===== src/rtl/rr_chan_array_writer_pkg.sv =====
// Shared helpers and types for the round-robin channel array writer.
// Optional parity storage is enabled by RR_CHAN_ARRAY_PARITY_EN.
package rr_chan_array_pkg;

    // Default geometry used by the bundled request type.
    localparam int WIDTH = 8;
    localparam int IDX_W = 2;

    typedef struct packed {
        logic             valid;
        logic [IDX_W-1:0] idx;
        logic [WIDTH-1:0] data;
    } req_t;

    // $clog2 that never returns 0, so single-entry configs keep a 1-bit field.
    function automatic int clog2_min1(input int n);
        return (n <= 2) ? 1 : $clog2(n);
    endfunction

    // Even parity: the returned bit makes the total count of ones even.
    function automatic logic even_parity(input logic [63:0] d);
        return ^d;
    endfunction

endpackage


===== src/rtl/rr_chan_array_writer_if.sv =====
// Request/read/status bundle between requesters and the array writer.
// Parity test/status signals exist only with RR_CHAN_ARRAY_PARITY_EN.
interface rr_chan_array_writer_if
    import rr_chan_array_pkg::*;
#(
    parameter int NUM_CH = 4,
    parameter int IDX_W  = 2,
    parameter int WIDTH  = 8
);
    localparam int CH_W = clog2_min1(NUM_CH);

    logic [NUM_CH-1:0]             req_valid;
    logic [NUM_CH-1:0]             req_ready;
    logic [NUM_CH-1:0][IDX_W-1:0]  req_idx;
    logic [NUM_CH-1:0][WIDTH-1:0]  req_data;
    logic [IDX_W-1:0]              rd_idx;
    logic [WIDTH-1:0]              rd_data;
    logic                          grant_valid;
    logic [CH_W-1:0]               grant_ch;
    logic                          err_oob;
`ifdef RR_CHAN_ARRAY_PARITY_EN
    logic                          inj_perr;
    logic                          rd_perr;
`endif

    modport master (
`ifdef RR_CHAN_ARRAY_PARITY_EN
        output inj_perr,
        input  rd_perr,
`endif
        output req_valid, req_idx, req_data, rd_idx,
        input  req_ready, rd_data, grant_valid, grant_ch, err_oob
    );

    modport slave (
`ifdef RR_CHAN_ARRAY_PARITY_EN
        input  inj_perr,
        output rd_perr,
`endif
        input  req_valid, req_idx, req_data, rd_idx,
        output req_ready, rd_data, grant_valid, grant_ch, err_oob
    );

endinterface


===== src/rtl/rr_chan_array_writer_arbiter.sv =====
// Combinational round-robin arbiter: search starts at ptr and ascends
// modulo NUM_CH; the first asserted request wins.
module rr_arbiter
    import rr_chan_array_pkg::*;
#(
    parameter int NUM_CH = 4,
    parameter int CH_W   = clog2_min1(NUM_CH)
) (
    input  logic [NUM_CH-1:0] req,
    input  logic [CH_W-1:0]   ptr,
    input  logic              en,
    output logic [NUM_CH-1:0] gnt,
    output logic [CH_W-1:0]   gnt_idx
);
    logic found;

    always_comb begin
        gnt     = '0;
        gnt_idx = '0;
        found   = 1'b0;
        for (int k = 0; k < NUM_CH; k++) begin
            if (en && !found && req[(int'(ptr) + k) % NUM_CH]) begin
                found                          = 1'b1;
                gnt[(int'(ptr) + k) % NUM_CH] = 1'b1;
                gnt_idx                        = CH_W'((int'(ptr) + k) % NUM_CH);
            end
        end
    end

endmodule


===== src/rtl/rr_chan_array_writer.sv =====
// NUM_CH requesters write round-robin into one DEPTH x WIDTH register array.
// Define RR_CHAN_ARRAY_PARITY_EN to store/check an even-parity bit per entry.
module rr_chan_array_writer
    import rr_chan_array_pkg::*;
#(
    parameter int NUM_CH = 4,
    parameter int DEPTH  = 4,
    parameter int WIDTH  = 8,
    parameter int IDX_W  = clog2_min1(DEPTH)
) (
    input  logic                 clock,
    input  logic                 reset,
    rr_chan_array_writer_if.slave bus
);
    localparam int CH_W = clog2_min1(NUM_CH);
`ifdef RR_CHAN_ARRAY_PARITY_EN
    localparam int EW = WIDTH + 1;
`else
    localparam int EW = WIDTH;
`endif

    logic [DEPTH-1:0][EW-1:0] mem;
    logic [CH_W-1:0]          ptr;
    logic [CH_W-1:0]          gidx;
    logic [NUM_CH-1:0]        gnt;
    logic                     xfer;
    logic                     wr_oob;
    logic                     rd_oob;
    logic [IDX_W-1:0]         wr_idx;
    logic [WIDTH-1:0]         wr_data;
    logic [EW-1:0]            wr_word;
    logic [EW-1:0]            rd_word;
    logic                     grant_valid_q;
    logic [CH_W-1:0]          grant_ch_q;
    logic                     err_oob_q;

    // Arbitration is gated off by reset so nothing handshakes during it.
    rr_arbiter #(.NUM_CH(NUM_CH), .CH_W(CH_W)) u_arb (
        .req     (bus.req_valid),
        .ptr     (ptr),
        .en      (~reset),
        .gnt     (gnt),
        .gnt_idx (gidx)
    );

    assign bus.req_ready = gnt;
    assign xfer          = |gnt;
    assign wr_idx        = bus.req_idx[gidx];
    assign wr_data       = bus.req_data[gidx];

    // Out-of-range indices only exist when DEPTH leaves index codes unused.
    generate
        if (DEPTH == (1 << IDX_W)) begin : g_pow2
            assign wr_oob = 1'b0;
            assign rd_oob = 1'b0;
        end else begin : g_npow2
            assign wr_oob = wr_idx      > IDX_W'(DEPTH - 1);
            assign rd_oob = bus.rd_idx  > IDX_W'(DEPTH - 1);
        end
    endgenerate

`ifdef RR_CHAN_ARRAY_PARITY_EN
    assign wr_word     = {even_parity(64'(wr_data)) ^ bus.inj_perr, wr_data};
    // A clean word (data plus parity) always reduces to zero.
    assign bus.rd_perr = ^rd_word;
`else
    assign wr_word     = wr_data;
`endif

    assign rd_word         = rd_oob ? '0 : mem[bus.rd_idx];
    assign bus.rd_data     = rd_word[WIDTH-1:0];
    assign bus.grant_valid = grant_valid_q;
    assign bus.grant_ch    = grant_ch_q;
    assign bus.err_oob     = err_oob_q;

    always_ff @(posedge clock) begin
        if (reset) begin
            mem           <= '0;
            ptr           <= '0;
            grant_valid_q <= 1'b0;
            grant_ch_q    <= '0;
            err_oob_q     <= 1'b0;
        end else begin
            grant_valid_q <= xfer;
            if (xfer) begin
                grant_ch_q <= gidx;
                ptr        <= (gidx == CH_W'(NUM_CH - 1)) ? '0 : gidx + 1'b1;
                if (wr_oob)
                    err_oob_q <= 1'b1;
                else
                    mem[wr_idx] <= wr_word;
            end
        end
    end

endmodule

===== src/flat_wrapper.sv =====
// flat-port wrapper written by rule: the top's interface ports become plain ports
module rr_chan_array_writer_flat import rr_chan_array_pkg::*;
#(
    parameter int NUM_CH = 4,
    parameter int DEPTH  = 4,
    parameter int WIDTH  = 8,
    parameter int IDX_W  = clog2_min1(DEPTH)
)
  (clock, reset, bus_req_valid, bus_req_idx, bus_req_data, bus_rd_idx, bus_req_ready, bus_rd_data, bus_grant_valid, bus_grant_ch, bus_err_oob);
  rr_chan_array_writer_if #(.NUM_CH(NUM_CH), .IDX_W(IDX_W), .WIDTH(WIDTH)) bus_i ();
  input  logic clock;
  input  logic reset;
  input wire logic [$bits(bus_i.req_valid)-1:0] bus_req_valid;
  input wire logic [$bits(bus_i.req_idx)-1:0] bus_req_idx;
  input wire logic [$bits(bus_i.req_data)-1:0] bus_req_data;
  input wire logic [$bits(bus_i.rd_idx)-1:0] bus_rd_idx;
  output wire logic [$bits(bus_i.req_ready)-1:0] bus_req_ready;
  output wire logic [$bits(bus_i.rd_data)-1:0] bus_rd_data;
  output wire logic [$bits(bus_i.grant_valid)-1:0] bus_grant_valid;
  output wire logic [$bits(bus_i.grant_ch)-1:0] bus_grant_ch;
  output wire logic [$bits(bus_i.err_oob)-1:0] bus_err_oob;
  assign bus_i.req_valid = bus_req_valid;
  assign bus_i.req_idx = bus_req_idx;
  assign bus_i.req_data = bus_req_data;
  assign bus_i.rd_idx = bus_rd_idx;
  assign bus_req_ready = bus_i.req_ready;
  assign bus_rd_data = bus_i.rd_data;
  assign bus_grant_valid = bus_i.grant_valid;
  assign bus_grant_ch = bus_i.grant_ch;
  assign bus_err_oob = bus_i.err_oob;
  rr_chan_array_writer #(.NUM_CH(NUM_CH), .DEPTH(DEPTH), .WIDTH(WIDTH), .IDX_W(IDX_W)) u_core (.clock(clock), .reset(reset), .bus(bus_i));
endmodule

===== config.mk =====
export PLATFORM = sky130hd
export DESIGN_NAME = rr_chan_array_writer_flat
export DESIGN_NICKNAME = d
export VERILOG_FILES = /design/src/rtl/rr_chan_array_writer_pkg.sv /design/src/rtl/rr_chan_array_writer_if.sv /design/src/rtl/rr_chan_array_writer_arbiter.sv /design/src/rtl/rr_chan_array_writer.sv /design/src/flat_wrapper.sv
export SDC_FILE = /design/constraint.sdc
export NUM_CORES = 1
export LEC_CHECK = 0
export ABC_AREA = 1
export CAP_MARGIN = 20
export CORE_UTILIZATION = 25
export CTS_CLUSTER_SIZE = 28
export DETAILED_ROUTE_END_ITERATION = 12
export PLACE_DENSITY = 0.45
export SYNTH_ARGS = -nofsm -noshare
export SYNTH_HDL_FRONTEND = slang
export SYNTH_SLANG_ARGS = --single-unit

===== constraint.sdc =====
create_clock -name clock -period 7.8 [get_ports clock]
set_input_delay 1.17 -clock clock [delete_from_list [all_inputs] [get_ports clock]]
set_output_delay 1.17 -clock clock [all_outputs]
set_load 0.02 [all_outputs]

==> results.sh, run 1 <==
export IMPL_design_die_area_um2=11400
export IMPL_crit_start="reset"
export IMPL_i_o_pin_count=64
export IMPL_finalCoreUtilization_pct=33.8
export IMPL_core_rowCount=37
export IMPL_die_outline_width_um=107
export IMPL_drt_pass1_iterations=4
export IMPL_post_cts_setup_buffers=0
export IMPL_viasPerCell=4.44
export IMPL_routed_wire_length_per_instance_um=12.1
export IMPL_worstPathArrival_ns=3.45
export IMPL_ys_types=26
export IMPL_power_density_nw_per_um2=423
export IMPL_tritoncts="yes"
export IMPL_mappedNetlistNets=519
export IMPL_finish_cell_count_without_fillers=652
export IMPL_port_buffer_count=62
export IMPL_holdBufCountCts=0
export IMPL_ir_worst_vdd_v=0.000157
export IMPL_track_usage_pct=14.2
export IMPL_postRouteAntennaNets=0
export IMPL_syn_avg_cell_area_um2=5.93
export IMPL_grt_pass1_wl_um=13000
export IMPL_total_count_of_hold_check_failures_in_the_final_report=0
export IMPL_synth_sequential_area_ratio_pct=27.0
export IMPL_p_switching_mw=0.826
export IMPL_final_setup_violations=0
export IMPL_yosys_warnings=0
export IMPL_sw_share_pct=55.1
export IMPL_cts_repair_resize_count=0
export IMPL_synth_top_family_by_area="simple AND/OR/NAND/NOR gates"
export IMPL_clk_path_buf_depth=2
export IMPL_complex_gate_fraction_of_the_synthesized_area_pct=7.61
export IMPL_post_synth_and_or_nand_nor_area_fraction_pct=51.3
export IMPL_multi_input_area_um2=1720
export IMPL_final_min_period_over_clock_period_pct=59.3
export IMPL_hold_path_startpoint="u_core.mem[12]"
export IMPL_end_kind="output port"
export IMPL_h_tree_depth=2
export IMPL_achievable_frequency_mhz=216
export IMPL_worst_setup_hold_path_clk_slew_ns=0.08
export IMPL_seq_power_share_pct=19.8
export IMPL_die_h_um=107
export IMPL_worstPathMaxFanout=35
export IMPL_cts_sink_count=37
export IMPL_p_clk_share_pct=11.1
export IMPL_gp_congestion=0.861
export IMPL_slew_violations=0
export IMPL_area_growth_syn_to_layout_pct=28.9
export IMPL_fill_cells=1176
export IMPL_worstReg2RegStart="u_core.ptr[1]"
export IMPL_fin_tns_setup_ns=0
export IMPL_synth_mux_area_share_pct=0
export IMPL_synth_top_cell_by_area="dfxtp_1"
export IMPL_area_share_of_fa_ha_maj_cells_after_synthesis_pct=3.65
export IMPL_drt_drc_violations_left=0
export IMPL_core_area_um2=10500
export IMPL_area_share_of_xor_xnor_cells_in_the_synthesized_design_pct=0
export IMPL_clk_insertion_delay_late_ns=0.29
export IMPL_biggest_area_contributors_in_the_synthesized_netlist="dfxtp_1 (27%), nand2_1 (20%), nor2_1 (12%)"
export IMPL_drive_above_1_share_pct=7.95
export IMPL_grt_antenna_before_repair=0
export IMPL_internal_portion_of_total_power_mw=0.672
export IMPL_first_iter_violations=198
export IMPL_synthesized_flop_and_latch_total=37
export IMPL_dp_hpwl_um=5780
export IMPL_cell_count_after_placement=645
export IMPL_static_leakage_power_nw=1.67
export IMPL_least_margin_pin_slew_ns=1.01
export IMPL_grt_max_degree=36
export IMPL_regArea_um2=741
export IMPL_clk_root_buffer_cell="clkbuf_8"
export IMPL_syn_instance_count=463
export IMPL_worstPathRequired_ns=6.63
export IMPL_p_total_mw=1.50
export IMPL_finish_net_count=572
export IMPL_numCtsBuffers=5
export IMPL_maxCapViolCount=0
export IMPL_diodes=0
export IMPL_worst_slew_margin_rel_pct=32.4
export IMPL_route_final_wire_length_um=7880
export IMPL_first_global_vias=2634
export IMPL_post_place_ws_ns=3.16
export IMPL_path_class="input pin to output port"
export IMPL_final_min_clock_period_ns=4.62
export IMPL_rsz_0062_raised_after_global_routing="no"
export IMPL_synth_top_cell_area_share_pct=27.0
export IMPL_globalRouteOverflowTotal=0
export IMPL_fin_skew_ns=0.00451
export IMPL_setup_worst_path_start_class="input pin"
export IMPL_fin_area_um2=3540
export IMPL_route_vias_total=2894
export IMPL_timing_hold_ws_ns=0.488
export IMPL_final_setup_worst_slack_ns=3.18
export IMPL_hold_path_class="register to register"
export IMPL_syn_cell_area_um2=2750
export IMPL_run_status="completed"
export IMPL_power_share_combinational_pct=69.1
export IMPL_placed_cell_area_um2=3430
export IMPL_initial_core_util_pct=26.2
flip-flops by register name, indices dropped and copies added (netlist names):
signal,count
u_core.ptr,2
u_core.mem,32
u_core.bus.grant_ch,2
u_core.bus.grant_valid,1
cell usage after synthesis:
library cell and instances:
a211oi_1 1, a21oi_1 16, buf_1 1, buf_2 4, buf_4 4, buf_6 3
clkbuf_1 4, conb_1 1, dfxtp_1 37, ha_1 8, inv_1 44, inv_2 4
nand2_1 145, nand2_2 8, nand2_4 5, nand3_1 45, nand3_2 4, nand3_4 3
nand3b_1 3, nand4_1 2, nor2_1 89, nor2_2 6, nor2_4 3, o21ai_0 20
o21ai_2 1, o22ai_1 2
critical path: stages:
cell and delay, ns:
clkdlybuf4s50_1 0.50, inv_2 0.54, nand2_2 0.17, nor2_2 0.20, nand2_1 0.07, nand2_1 0.06
nor2_1 0.06, o21ai_2 0.06, clkdlybuf4s50_1 0.61
worst paths after layout:
check / to / slack, ns / cells after the start
worst max-delay path: bus_req_ready[0] / 3.18 / 9
worst min-delay path: u_core.mem[12] / 0.49 / 2
worst max register to register: u_core.mem[31] / 4.16 / 16
worst min register to register: u_core.mem[12] / 0.49 / 2
cell type report:
class	count	area share, %
flip-flops and latches	37	20.9
multi-input cells	362	48.7
clock buffers	5	1.95
well taps	136	4.81
repair buffers	62	17.5
inverters	48	5.09
clock inverters	2	0.990
cells by family (layout without fill, tap and decap cells):
logic type	Yosys count	in the layout
AOI/OAI and AO/OA	40	40
adders and majority gates	8	8
buffers and inverters	64	117
DFF	37	37
other	1	1
and+or+nand+nor	313	313
layer usage:
layer	routed length (um)	vias up	global-route usage (%)
met1	4220	1285	20.7
li1	-	1536	-
met3	420	6	3.10
met2	3200	67	21.6
met5	0	-	0
met4	45	0	2.25
cell usage in the layout (no fill, tap or decap):
cell,count
a21oi_1,16
nor2_2,6
nand2_1,145
nand3b_1,3
nand2_2,8
nand2_4,5
conb_1,1
inv_2,4
nand3_4,3
a211oi_1,1
clkdlybuf4s50_1,62
inv_1,44
nand3_1,45
bufinv_16,1
nor2_4,3
nand4_1,2
dfxtp_1,37
nor2_1,89
nand3_2,4
clkinv_2,1
ha_1,8
clkbuf_8,5
o22ai_1,2
o21ai_0,20
o21ai_2,1
power by group through the flow:
stage                     registers [mW]  clock network (mW)  logic [mW]
final                              0.296               0.166        1.04
after global routing               0.306               0.178        1.18
after CTS                          0.297               0.171        1.04
after detailed placement           0.301                   0        1.04
after global placement             0.301                   0        1.04
after floorplan                    0.299                   0       0.794
No activity file was read; power rests on OpenSTA's default activity.
==> inputs of run 2 (changes only) <==
- PLACE_DENSITY: 0.45 -> 0.46
- clock period: 7.8 -> 3.9 ns (I/O delays scaled with it)
==> run 2 against run 1 <==
Net effect: global-route usage up 0.30 points; worst setup slack worse by 2.7 ns; largest power group unchanged; clock power is 63% higher; sequential share of layout area is 0.12 points lower.
==> results.sh, run 2 (synthesis results as in run 1) <==
export IMPL_static_leakage_power_nw=1.69
export IMPL_ir_worst_vdd_v=0.000291
export IMPL_gp_congestion=0.832
export IMPL_grt_max_degree=34
export IMPL_seq_power_share_pct=19.7
export IMPL_cts_sink_count=37
export IMPL_final_min_clock_period_ns=3.46
export IMPL_area_growth_syn_to_layout_pct=29.6
export IMPL_rsz_0062_raised_after_global_routing="no"
export IMPL_h_tree_depth=2
export IMPL_tritoncts="yes"
export IMPL_achievable_frequency_mhz=289
export IMPL_final_setup_worst_slack_ns=0.444
export IMPL_worst_setup_hold_path_clk_slew_ns=0.07
export IMPL_hold_path_class="register to register"
export IMPL_worstPathArrival_ns=2.87
export IMPL_final_min_period_over_clock_period_pct=88.6
export IMPL_worst_slew_margin_rel_pct=58.9
export IMPL_port_buffer_count=62
export IMPL_fin_tns_setup_ns=0
export IMPL_power_density_nw_per_um2=829
export IMPL_drive_above_1_share_pct=8.64
export IMPL_worstPathRequired_ns=3.31
export IMPL_internal_portion_of_total_power_mw=1.32
export IMPL_slew_violations=0
export IMPL_postRouteAntennaNets=0
export IMPL_final_setup_violations=0
export IMPL_total_count_of_hold_check_failures_in_the_final_report=0
export IMPL_drt_pass1_iterations=4
export IMPL_largest_reg_flops=32
export IMPL_clk_insertion_delay_late_ns=0.29
export IMPL_clk_path_buf_depth=2
export IMPL_p_switching_mw=1.63
export IMPL_finish_net_count=577
export IMPL_core_area_um2=10500
export IMPL_first_iter_violations=147
export IMPL_track_usage_pct=14.5
export IMPL_core_rowCount=37
export IMPL_die_h_um=107
export IMPL_power_share_combinational_pct=71.2
export IMPL_timing_hold_ws_ns=0.486
export IMPL_run_status="completed"
export IMPL_setup_worst_path_start_class="register"
export IMPL_p_total_mw=2.95
export IMPL_clk_root_buffer_cell="clkbuf_8"
export IMPL_max_flop_register="u_core.mem"
export IMPL_die_outline_width_um=107
export IMPL_drt_drc_violations_left=0
export IMPL_layout_commonest_cell="nand2_1"
export IMPL_dp_hpwl_um=5780
export IMPL_holdBufCountCts=0
export IMPL_post_cts_setup_buffers=0
export IMPL_sw_share_pct=55.2
export IMPL_post_place_ws_ns=0.753
export IMPL_globalRouteOverflowTotal=0
export IMPL_grt_antenna_before_repair=0
export IMPL_worstPathMaxFanout=9
export IMPL_diodes=0
export IMPL_maxCapViolCount=0
export IMPL_initial_core_util_pct=26.2
export IMPL_p_clk_share_pct=9.2
export IMPL_route_vias_total=2865
export IMPL_viasPerCell=4.36
export IMPL_fill_cells=1182
export IMPL_numCtsBuffers=5
export IMPL_i_o_pin_count=64
export IMPL_most_common_layout_cells="nand2_1 (145), nor2_1 (89), clkdlybuf4s50_1 (62), nand3_1 (45), inv_1 (44)"
export IMPL_first_global_vias=2715
export IMPL_grt_pass1_wl_um=13200
export IMPL_end_kind="output port"
export IMPL_cts_repair_resize_count=0
export IMPL_path_class="register to output port"
export IMPL_fin_skew_ns=0.00312
export IMPL_design_die_area_um2=11400
export IMPL_route_final_wire_length_um=7750
export IMPL_least_margin_pin_slew_ns=0.616
export IMPL_routed_wire_length_per_instance_um=11.8
-- run 2: cell types whose count changed in the layout (fill, tap and decap cells not counted), sizes merged --
cell    delta
buf        +5
clkbuf     +2
bufinv     -1
clkinv     -1
-- run 2: cell type report --
type                            instances  area [um2]  area share [%]
Sequential cell                        37         741            20.8
Timing Repair Buffer                   67         658            18.5
Clock buffer                            7        86.3            2.43
Tap cell                              136         170            4.78
Multi-Input combinational cell        362        1720            48.4
Inverter                               48         180            5.07
-- run 2: worst max-delay path, stage by stage (launching register included) --
cell and delay (ns):
dfxtp_1 0.52, inv_1 0.23, ha_1 0.38, inv_1 0.11
nand3_1 0.10, nand2_2 0.13, nand3_4 0.11, nor2_4 0.16
nand2_1 0.07, nand2_1 0.07, nor2_1 0.05, inv_1 0.06
clkdlybuf4s50_1 0.60
-- run 2: metal layers --
layer  vias up  global-route usage [%]  part of all wire, %
li1       1548                       -                    -
met2        84                    22.0                   41
met1      1226                    20.7                   52
met4         0                    3.42                  1.2
met5         -                       0                    0
met3         7                    3.10                  5.7
-- run 2: worst paths after layout --
kind              slack [ns]      startpoint  depth (start not counted)          endpoint
setup / recovery        0.44   u_core.ptr[1]                         12  bus_req_ready[3]
hold / removal          0.49  u_core.mem[25]                          2    u_core.mem[25]
setup reg to reg        0.75   u_core.ptr[1]                         17    u_core.mem[14]
hold reg to reg         0.49  u_core.mem[25]                          2    u_core.mem[25]
-- run 2: power groups by stage --
stage / Combinational [mW] / Clock [mW] / Sequential [mW]
3_5_place_dp: 2.10 / 0 / 0.590
5_1_grt: 2.41 / 0.298 / 0.596
2_1_floorplan: 1.59 / 0 / 0.597
4_1_cts: 2.11 / 0.280 / 0.582
3_3_place_gp: 2.10 / 0 / 0.587
6_report: 2.10 / 0.270 / 0.580
-- run 2: through the flow --
stage | std cells | util, % | cell area [um2]
final | 657 | 34.0 | 3560
after CTS | 657 | 34.0 | 3560
after detailed placement | 650 | 33.2 | 3470
after global routing | 657 | 34.0 | 3560
after global placement | 650 | 33.2 | 3470
after floorplan | 463 | - | 2750
